`src/rtl/uio_alu_pkg.sv`:
```
// Shared definitions for the uio ALU sequencer: op codes, FSM states, default width.
package uio_alu_pkg;

    localparam int DEF_WIDTH = 8;

    localparam logic [1:0] OP_XOR = 2'b00;
    localparam logic [1:0] OP_AND = 2'b01;
    localparam logic [1:0] OP_OR  = 2'b10;
    localparam logic [1:0] OP_ADD = 2'b11;

    typedef enum logic [2:0] {
        S_IDLE    = 3'd0,
        S_EXEC    = 3'd1,
        S_TURN    = 3'd2,
        S_DRIVE   = 3'd3,
        S_RELEASE = 3'd4
    } state_e;

endpackage

```
`src/rtl/uio_alu_core.sv`:
```
// Combinational ALU: XOR/AND/OR/ADD on two WIDTH-bit operands; carry only for ADD.
module uio_alu_core
    import uio_alu_pkg::*;
#(
    parameter int WIDTH = DEF_WIDTH
) (
    input  logic [1:0]       op,
    input  logic [WIDTH-1:0] a,
    input  logic [WIDTH-1:0] b,
    output logic [WIDTH-1:0] result,
    output logic             carry
);

    logic [WIDTH:0] sum;

    assign sum = {1'b0, a} + {1'b0, b};

    // Select the operation; carry is forced low for the logic ops.
    always_comb begin
        result = '0;
        carry  = 1'b0;
        case (op)
            OP_XOR:  result = a ^ b;
            OP_AND:  result = a & b;
            OP_OR:   result = a | b;
            OP_ADD: begin
                result = sum[WIDTH-1:0];
                carry  = sum[WIDTH];
            end
            default: result = '0;
        endcase
    end

endmodule

```
`src/rtl/uio_alu_sequencer.sv`:
```
// Sequencer for the 8-bit pin datapath: captures operands, computes the result,
// then walks the shared uio bus through release -> drive -> release so the bus
// is only ever driven inside the DRIVE window. Every output is a flop.
module uio_alu_sequencer
    import uio_alu_pkg::*;
#(
    parameter int WIDTH       = DEF_WIDTH,
    parameter int TURN_CYCLES = 1,
    parameter int HOLD_CYCLES = 4
) (
    input  logic             clk,
    input  logic             rst_n,
    input  logic             ena,
    input  logic             start_i,
    input  logic [1:0]       op_i,
    input  logic [WIDTH-1:0] a_i,
    input  logic [WIDTH-1:0] bus_in_i,
    output logic [WIDTH-1:0] result_o,
    output logic             carry_o,
    output logic [WIDTH-1:0] bus_out_o,
    output logic [WIDTH-1:0] bus_oe_o,
    output logic             busy_o,
    output logic             done_o,
    output logic             drop_o
);

    // One down-counter serves both TURN and DRIVE; it is loaded with N-1 on
    // entry and the state exits on the edge where it reads zero.
    localparam int CNT_MAX   = (TURN_CYCLES > HOLD_CYCLES) ? TURN_CYCLES : HOLD_CYCLES;
    localparam int CNT_W     = (CNT_MAX > 1) ? $clog2(CNT_MAX) : 1;
    localparam int TURN_LOAD = (TURN_CYCLES > 0) ? TURN_CYCLES - 1 : 0;
    localparam int HOLD_LOAD = (HOLD_CYCLES > 0) ? HOLD_CYCLES - 1 : 0;

    state_e           state_q, state_n;
    logic [CNT_W-1:0] cnt_q, cnt_n;
    logic [1:0]       op_q, op_n;
    logic [WIDTH-1:0] a_q, a_n;
    logic [WIDTH-1:0] b_q, b_n;
    logic [WIDTH-1:0] result_n;
    logic             carry_n;
    logic [WIDTH-1:0] bus_out_n;
    logic [WIDTH-1:0] bus_oe_n;
    logic             busy_n;
    logic             done_n;
    logic             drop_n;

    logic [WIDTH-1:0] core_result;
    logic             core_carry;

    uio_alu_core #(
        .WIDTH (WIDTH)
    ) u_core (
        .op     (op_q),
        .a      (a_q),
        .b      (b_q),
        .result (core_result),
        .carry  (core_carry)
    );

    // State and output registers; ena=0 freezes everything, reset releases the bus at once.
    always_ff @(posedge clk or negedge rst_n) begin
        if (!rst_n) begin
            state_q   <= S_IDLE;
            cnt_q     <= '0;
            op_q      <= '0;
            a_q       <= '0;
            b_q       <= '0;
            result_o  <= '0;
            carry_o   <= 1'b0;
            bus_out_o <= '0;
            bus_oe_o  <= '0;
            busy_o    <= 1'b0;
            done_o    <= 1'b0;
            drop_o    <= 1'b0;
        end else if (ena) begin
            state_q   <= state_n;
            cnt_q     <= cnt_n;
            op_q      <= op_n;
            a_q       <= a_n;
            b_q       <= b_n;
            result_o  <= result_n;
            carry_o   <= carry_n;
            bus_out_o <= bus_out_n;
            bus_oe_o  <= bus_oe_n;
            busy_o    <= busy_n;
            done_o    <= done_n;
            drop_o    <= drop_n;
        end
    end

    // Next-state and next-output decode; everything holds unless a state changes it.
    always_comb begin
        state_n   = state_q;
        cnt_n     = cnt_q;
        op_n      = op_q;
        a_n       = a_q;
        b_n       = b_q;
        result_n  = result_o;
        carry_n   = carry_o;
        bus_out_n = bus_out_o;
        bus_oe_n  = bus_oe_o;
        busy_n    = busy_o;
        done_n    = done_o;
        drop_n    = drop_o;

        case (state_q)
            S_IDLE: begin
                if (start_i) begin
                    op_n    = op_i;
                    a_n     = a_i;
                    b_n     = bus_in_i;
                    busy_n  = 1'b1;
                    drop_n  = 1'b0;
                    state_n = S_EXEC;
                end
            end
            S_EXEC: begin
                result_n = core_result;
                carry_n  = core_carry;
                if (TURN_CYCLES == 0) begin
                    // No turnaround: the result goes straight onto the bus,
                    // so take it from the core rather than the stale register.
                    bus_oe_n  = '1;
                    bus_out_n = core_result;
                    cnt_n     = CNT_W'(HOLD_LOAD);
                    state_n   = S_DRIVE;
                end else begin
                    cnt_n   = CNT_W'(TURN_LOAD);
                    state_n = S_TURN;
                end
            end
            S_TURN: begin
                if (cnt_q == '0) begin
                    bus_oe_n  = '1;
                    bus_out_n = result_o;
                    cnt_n     = CNT_W'(HOLD_LOAD);
                    state_n   = S_DRIVE;
                end else begin
                    cnt_n = cnt_q - CNT_W'(1);
                end
            end
            S_DRIVE: begin
                if (cnt_q == '0) begin
                    bus_oe_n  = '0;
                    bus_out_n = '0;
                    done_n    = 1'b1;
                    state_n   = S_RELEASE;
                end else begin
                    cnt_n = cnt_q - CNT_W'(1);
                end
            end
            S_RELEASE: begin
                done_n  = 1'b0;
                busy_n  = 1'b0;
                state_n = S_IDLE;
            end
            default: begin
                bus_oe_n  = '0;
                bus_out_n = '0;
                busy_n    = 1'b0;
                done_n    = 1'b0;
                state_n   = S_IDLE;
            end
        endcase

        // Requests are only accepted from IDLE; anything else is flagged as dropped.
        if (start_i && (state_q != S_IDLE))
            drop_n = 1'b1;
    end

endmodule
```
`config.mk`:
```
export PLATFORM = sky130hd
export DESIGN_NAME = uio_alu_sequencer
export DESIGN_NICKNAME = d
export VERILOG_FILES = /design/src/rtl/uio_alu_pkg.sv /design/src/rtl/uio_alu_core.sv /design/src/rtl/uio_alu_sequencer.sv
export SDC_FILE = /design/constraint.sdc
export NUM_CORES = 1
export LEC_CHECK = 0
export ABC_AREA = 0
export BUFFER_PORTS_ARGS = -buffer_cell sky130_fd_sc_hd__buf_2
export CORE_ASPECT_RATIO = 0.7
export CORE_MARGIN = 10
export CORE_UTILIZATION = 55
export DETAILED_ROUTE_END_ITERATION = 12
export PLACE_DENSITY = 0.89
export SLEW_MARGIN = 30
export SYNTH_ARGS = -nofsm -noshare
export SYNTH_HDL_FRONTEND = slang
export SYNTH_SLANG_ARGS = --single-unit
```
`constraint.sdc`:
```
create_clock -name clk -period 6.4 [get_ports clk]
set_input_delay 1.92 -clock clk [delete_from_list [all_inputs] [get_ports clk]]
set_output_delay 1.92 -clock clk [all_outputs]
set_load 0.02 [all_outputs]
```
==> flow_summary.json, run 1 <==
{
  "rsz0062_at_grt": "false",
  "worst_slew_pin_slew_ns": 0.572,
  "p_comb_share_pct": 52.9,
  "sw_frac_of_total_pct": 43.3,
  "ys_seq_elements": 44,
  "clock_skew_ns": 0.00521,
  "internal-power_mw": 0.934,
  "cts_buffers": 5,
  "crit_arrival_ns": 3.23,
  "path_class": "input pin to register",
  "die_h_um": 76.8,
  "syn_area_um2": 2530,
  "crit_path_end_kind": "register",
  "gp_congestion": 0.854,
  "die_width_um": 101,
  "dieArea_um2": 7760,
  "layoutNonFillerInstCount": 332,
  "leakagePower_nw": 1.50,
  "drive_above_1_share_pct": 30.7,
  "max_slew_margin_pct": 61.9,
  "clock_latency_ns": 0.30,
  "io_pins": 50,
  "finalSetupTns_ns": 0,
  "wl_um": 5420,
  "ant_nets": 0,
  "vias": 1885,
  "fmax_ghz": 0.326,
  "ff_latch_area_um2": 1100,
  "setup_viol": 0,
  "wl_met1_um": 2500,
  "antenna_found_initial": 0,
  "finalCritPeriodShare_pct": 47.9,
  "critPathRequiredTime_ns": 6.57,
  "cts_buffer_depth": 2,
  "worst-path-max-fanout": 14,
  "post-route-min-period_ns": 3.07,
  "root_buffer": "clkbuf_8",
  "fill_cells": 365,
  "power_frac_clock_pct": 13.7,
  "syn_area_per_cell_um2": 10.7,
  "dp_hpwl_um": 4070,
  "dr.pass1.iters": 4,
  "ys.warnings.count": 0,
  "core_um2": 4400,
  "final_area_um2": 2860,
  "cap_viol_max_count": 0,
  "wl_met2_um": 2280,
  "layout_common_cells": "buf_2, dfrtp_1, inv_1, ha_1, nand2_1",
  "first_global_vias": 1846,
  "grt_max_degree": 45,
  "cts_resized": 0,
  "hp-class": "register to register",
  "drt-initial-drc-count": 190,
  "cts_sinks": 44,
  "slew_violations": 0,
  "grt_usage_pct": 13.8,
  "peakVddDrop_uv": 345,
  "p_sw_mw": 0.713,
  "multiInputGateArea_um2": 1220,
  "seq_power_share_pct": 33.5,
  "status": "complete, no violations",
  "htreeDepth": 2,
  "grt_overflow": 0,
  "finalHoldViolCount": 0,
  "grt_pass1_wl_um": 8910,
  "cts_setup_buffers": 0,
  "powerDensity_nw_per_um2": 575,
  "clk_pin_slew_ns": 0.08,
  "wl_met3_um": 592,
  "top_layer_used": "met4",
  "wl_per_cell_um": 16.3,
  "layout_commonest_cell": "buf_2",
  "synthesis.instances": 237,
  "crit_path_start_kind": "input pin",
  "avgViaCountPerCell": 5.68,
  "antenna-diode-count": 0,
  "area_growth_pct": 13.1,
  "num_rows": 20,
  "syn_nets": 277,
  "dpl_cell_area_um2": 2740,
  "synth.distinct_cells": 42,
  "cts.hold.buffers_added": 0,
  "cts_tree": "yes",
  "start_util_pct": 57.5,
  "drc": 0,
  "layout.nets": 316,
  "placed_cells": 324,
  "yosysSeqAreaShare_pct": 43.5,
  "port_buffers": 49
}
==> synthesized netlist by cell type, drive strengths merged <==
library cell / n / area [um^2]
clkbuf: 4 / 15.0
nand2b: 2 / 20.0
and4bb: 1 / 12.5
nor3: 3 / 15.0
a31oi: 4 / 25.0
a21o: 4 / 30.0
o211a: 1 / 10.0
o221ai: 2 / 17.5
and2: 1 / 6.26
nand2: 17 / 63.8
mux4: 3 / 67.6
nand3: 1 / 5.00
a211oi: 2 / 15.0
inv: 28 / 105
o21a: 1 / 7.51
ha: 18 / 225
xnor2: 3 / 26.3
o22ai: 3 / 18.8
and3: 1 / 6.26
o21ai: 13 / 65.1
xor2: 2 / 17.5
buf: 13 / 96.3
or4: 2 / 18.8
or3: 2 / 12.5
mux2i: 3 / 30.0
o41a: 1 / 11.3
a221oi: 1 / 8.76
nor2b: 1 / 6.26
and3b: 1 / 8.76
nor2: 11 / 41.3
mux2: 21 / 270
o22a: 1 / 8.76
a21oi: 13 / 65.1
dfrtp: 44 / 1100
a22o: 9 / 78.8
==> logic make-up (layout without fill, tap and decap cells) <==
family | after synthesis | count (layout) | synth area share, %
AOI/OAI and AO/OA | 55 | 55 | 14.3
xor gates and xnor gates | 5 | 5 | 1.73
adders and majority gates | 18 | 18 | 8.89
buffers and inverters | 45 | 85 | 8.55
DFF | 44 | 44 | 43.5
muxes | 27 | 27 | 14.5
and+or+nand+nor | 43 | 43 | 8.55
==> final timing paths <==
path | cells after the start | end | from | slack [ns]
min in group asynchronous | 1 | state_q[1]$_DFFE_PN0P_ | rst_n | 1.60
worst max-delay path | 6 | result_o[5]$_DFFE_PN0P_ | ena | 3.33
worst min register to register | 2 | drop_o$_DFFE_PN0P_ | drop_o$_DFFE_PN0P_ | 0.50
max in group asynchronous | 1 | a_q[7]$_DFFE_PN0P_ | rst_n | 4.41
worst min-delay path | 2 | drop_o$_DFFE_PN0P_ | drop_o$_DFFE_PN0P_ | 0.50
worst max register to register | 7 | result_o[4]$_DFFE_PN0P_ | a_q[1]$_DFFE_PN0P_ | 4.14
==> sequential cells by signal, summed over array words and instances, names as in the netlist <==
| name | flops |
|---|---|
| busy_o | 1 |
| b_q | 8 |
| state_q | 3 |
| result_o | 8 |
| bus_oe_o | 1 |
| cnt_q | 2 |
| op_q | 2 |
| a_q | 8 |
| drop_o | 1 |
| done_o | 1 |
| bus_out_o | 8 |
| carry_o | 1 |
==> critical path, cell delays in order <==
cell and delay, ns:
buf_2 0.23, nand2b_4 0.11, or3_1 0.40, or4_1 0.41, o21ai_0 0.09, a31oi_1 0.07
==> final cells by class <==
| cell class | count | share of cell area (%) |
|---|---|---|
| clock buffers | 6 | 2.88 |
| clock inverters | 2 | 1.35 |
| inverters | 28 | 3.67 |
| multi-input cells | 148 | 42.6 |
| flip-flops and latches | 44 | 38.4 |
| well taps | 55 | 2.40 |
| repair buffers | 49 | 8.65 |
==> per-stage QoR <==
stage	setup slack, ns	total power, mW	util, %	hold WS [ns]
after detailed placement	3.03	1.41	62.1	0.481
after floorplan	3.28	1.21	-	0.481
after CTS	3.35	1.65	64.9	0.505
after global placement	3.08	1.36	62.1	0.483
final	3.33	1.65	65.0	0.497
after global routing	3.23	1.78	65.0	0.524
==> layer usage <==
| metal | vias up | global-route usage, % |
|---|---|---|
| li1 | 892 | - |
| met1 | 902 | 19.5 |
| met2 | 86 | 19.9 |
| met3 | 5 | 4.30 |
| met4 | 0 | 3.33 |
| met5 | - | 0 |
==> power groups by stage <==
stage                     clock network, mW  logic (mW)  registers (mW)
after CTS                             0.231       0.866           0.551
after global placement                    0       0.819           0.546
after detailed placement                  0       0.858           0.557
after global routing                  0.245       0.959           0.577
after floorplan                           0       0.643           0.567
final                                 0.225       0.871           0.551
No activity file was read; power rests on OpenSTA's default activity.
==> inputs of run 2 (changes only) <==
==> constraint.sdc (replaced) <==
create_clock -name clk -period 3.1 [get_ports clk]
set_input_delay 0.93 -clock clk [delete_from_list [all_inputs] [get_ports clk]]
set_output_delay 0.93 -clock clk [all_outputs]
set_load 0.02 [all_outputs]
==> run 2 against run 1 <==
  * Cell area down 0.74%
  * Largest power group unchanged
  * Clock power increased by 71%
  * Count of clock-buffer cells in the layout unchanged
  * Critical path type is now register to register
  * Global-route usage down 0.32 points
  * Highest routed layer unchanged
==> flow_summary.json, run 2 (same netlist as run 1, synthesis figures left out) <==
{
  "layoutNonFillerInstCount": 333,
  "rsz0062_at_grt": "false",
  "io_pins": 50,
  "area_growth_pct": 12.3,
  "seq_power_share_pct": 34.6,
  "placed_cells": 325,
  "htreeDepth": 2,
  "post-route-min-period_ns": 2.22,
  "cap_viol_max_count": 0,
  "finalSetupTns_ns": 0,
  "peakVddDrop_uv": 648,
  "crit_path_start_kind": "register",
  "hp-class": "register to register",
  "crit_path_end_kind": "register",
  "grt_pass1_wl_um": 8740,
  "internal-power_mw": 1.85,
  "slew_violations": 0,
  "die_h_um": 76.8,
  "wl_um": 5310,
  "antenna_found_initial": 0,
  "finalHoldViolCount": 0,
  "core_um2": 4400,
  "clock_latency_ns": 0.31,
  "cts_buffers": 5,
  "timing.final.ws_setup_ns": 0.877,
  "crit_arrival_ns": 2.42,
  "grt_max_degree": 45,
  "power_frac_clock_pct": 11.6,
  "dieArea_um2": 7760,
  "p_sw_mw": 1.45,
  "die_width_um": 101,
  "sw_frac_of_total_pct": 44.1,
  "layout_commonest_cell": "buf_2",
  "finalCritPeriodShare_pct": 71.7,
  "root_buffer": "clkbuf_8",
  "num_rows": 20,
  "layout.nets": 317,
  "slowest_stage": "mux4_2",
  "dp_hpwl_um": 4090,
  "setup_viol": 0,
  "wl_per_cell_um": 16.0,
  "ant_nets": 0,
  "status": "complete, no violations",
  "cts_sinks": 44,
  "vias": 1883,
  "crit_chain": "inv_1 > ha_1 > a21oi_1 > o21ai_1 > xor2_1 > mux4_2 > mux2_2",
  "cts.hold.buffers_added": 0,
  "final_area_um2": 2840,
  "gp_congestion": 0.848,
  "first_global_vias": 1841,
  "antenna-diode-count": 0,
  "path_class": "register to register",
  "cts_setup_buffers": 0,
  "clock_skew_ns": 0.00995,
  "dr.pass1.iters": 4,
  "worst-path-max-fanout": 4,
  "cts_tree": "yes",
  "powerDensity_nw_per_um2": 1160,
  "port_buffers": 49,
  "grt_overflow": 0,
  "layout_common_cells": "buf_2, dfrtp_1, inv_1, ha_1, nand2_1",
  "worst_slew_pin_slew_ns": 0.589,
  "critPathMaxStageDelay_ns": 0.47,
  "fmax_ghz": 0.450,
  "critPathRequiredTime_ns": 3.29,
  "p_comb_share_pct": 53.8,
  "cts_resized": 0,
  "dpl_cell_area_um2": 2740,
  "r2r_slack_ns": 0.88,
  "cts_buffer_depth": 2,
  "clk_pin_slew_ns": 0.09,
  "pre_cts_slack_ns": 0.723,
  "fin_util_pct": 64.5,
  "drc": 0,
  "max_slew_margin_pct": 60.7,
  "drt-initial-drc-count": 122,
  "avgViaCountPerCell": 5.65,
  "grt_usage_pct": 13.5,
  "leakagePower_nw": 1.48,
  "start_util_pct": 57.5,
  "drive_above_1_share_pct": 30.6
}
[run 2: per-layer routing]
metal	global-route usage, %	up-vias	share of wire (%)
met3	5.10	5	10
met4	4.17	0	1.0
met2	18.5	70	41
met5	0	-	0
li1	-	900	-
met1	18.9	908	48
[run 2: per-stage QoR]
| step | total power [mW] | hold WS [ns] |
|---|---|---|
| floorplan | 2.50 | 0.481 |
| global placement | 2.82 | 0.483 |
| detailed placement | 2.92 | 0.486 |
| CTS | 3.31 | 0.506 |
| global route | 3.57 | 0.519 |
| finish | 3.30 | 0.510 |
[run 2: worst max-delay path: cells and delay by family (launching register included)]
family,cells,cell delay [ns]
multiplexers,2,0.74
buffers and inverters,1,0.06
AO/OA/AOI/OAI,2,0.43
adder cells (fa/ha/maj),1,0.34
XOR/XNOR,1,0.15
flip-flops,1,0.39
[run 2: power by group through the flow]
stage | clock [mW] | combinational, mW | sequential, mW
final | 0.385 | 1.78 | 1.14
after detailed placement | 0 | 1.77 | 1.15
after CTS | 0.396 | 1.78 | 1.14
after floorplan | 0 | 1.33 | 1.17
after global placement | 0 | 1.69 | 1.13
after global routing | 0.416 | 1.95 | 1.20
[run 2: worst paths after layout]
path / startpoint / to / cells past startpoint
worst max-delay path: a_q[1]$_DFFE_PN0P_ / result_o[4]$_DFFE_PN0P_ / 7
max in group asynchronous: rst_n / b_q[2]$_DFFE_PN0P_ / 1
worst max register to register: a_q[1]$_DFFE_PN0P_ / result_o[4]$_DFFE_PN0P_ / 7
min in group asynchronous: rst_n / bus_out_o[7]$_DFFE_PN0P_ / 1
worst min register to register: bus_out_o[5]$_DFFE_PN0P_ / bus_out_o[5]$_DFFE_PN0P_ / 1
worst min-delay path: bus_out_o[5]$_DFFE_PN0P_ / bus_out_o[5]$_DFFE_PN0P_ / 1
[run 2: cell type report]
| type | instances | area [um^2] |
|---|---|---|
| multi-input combinational | 148 | 1210 |
| tap | 55 | 68.8 |
| sequential | 44 | 1100 |
| timing repair buffer | 50 | 255 |
| inverter | 28 | 105 |
| fill | 354 | 1560 |
| clock inverter | 2 | 15.0 |
| clock buffer | 6 | 82.6 |
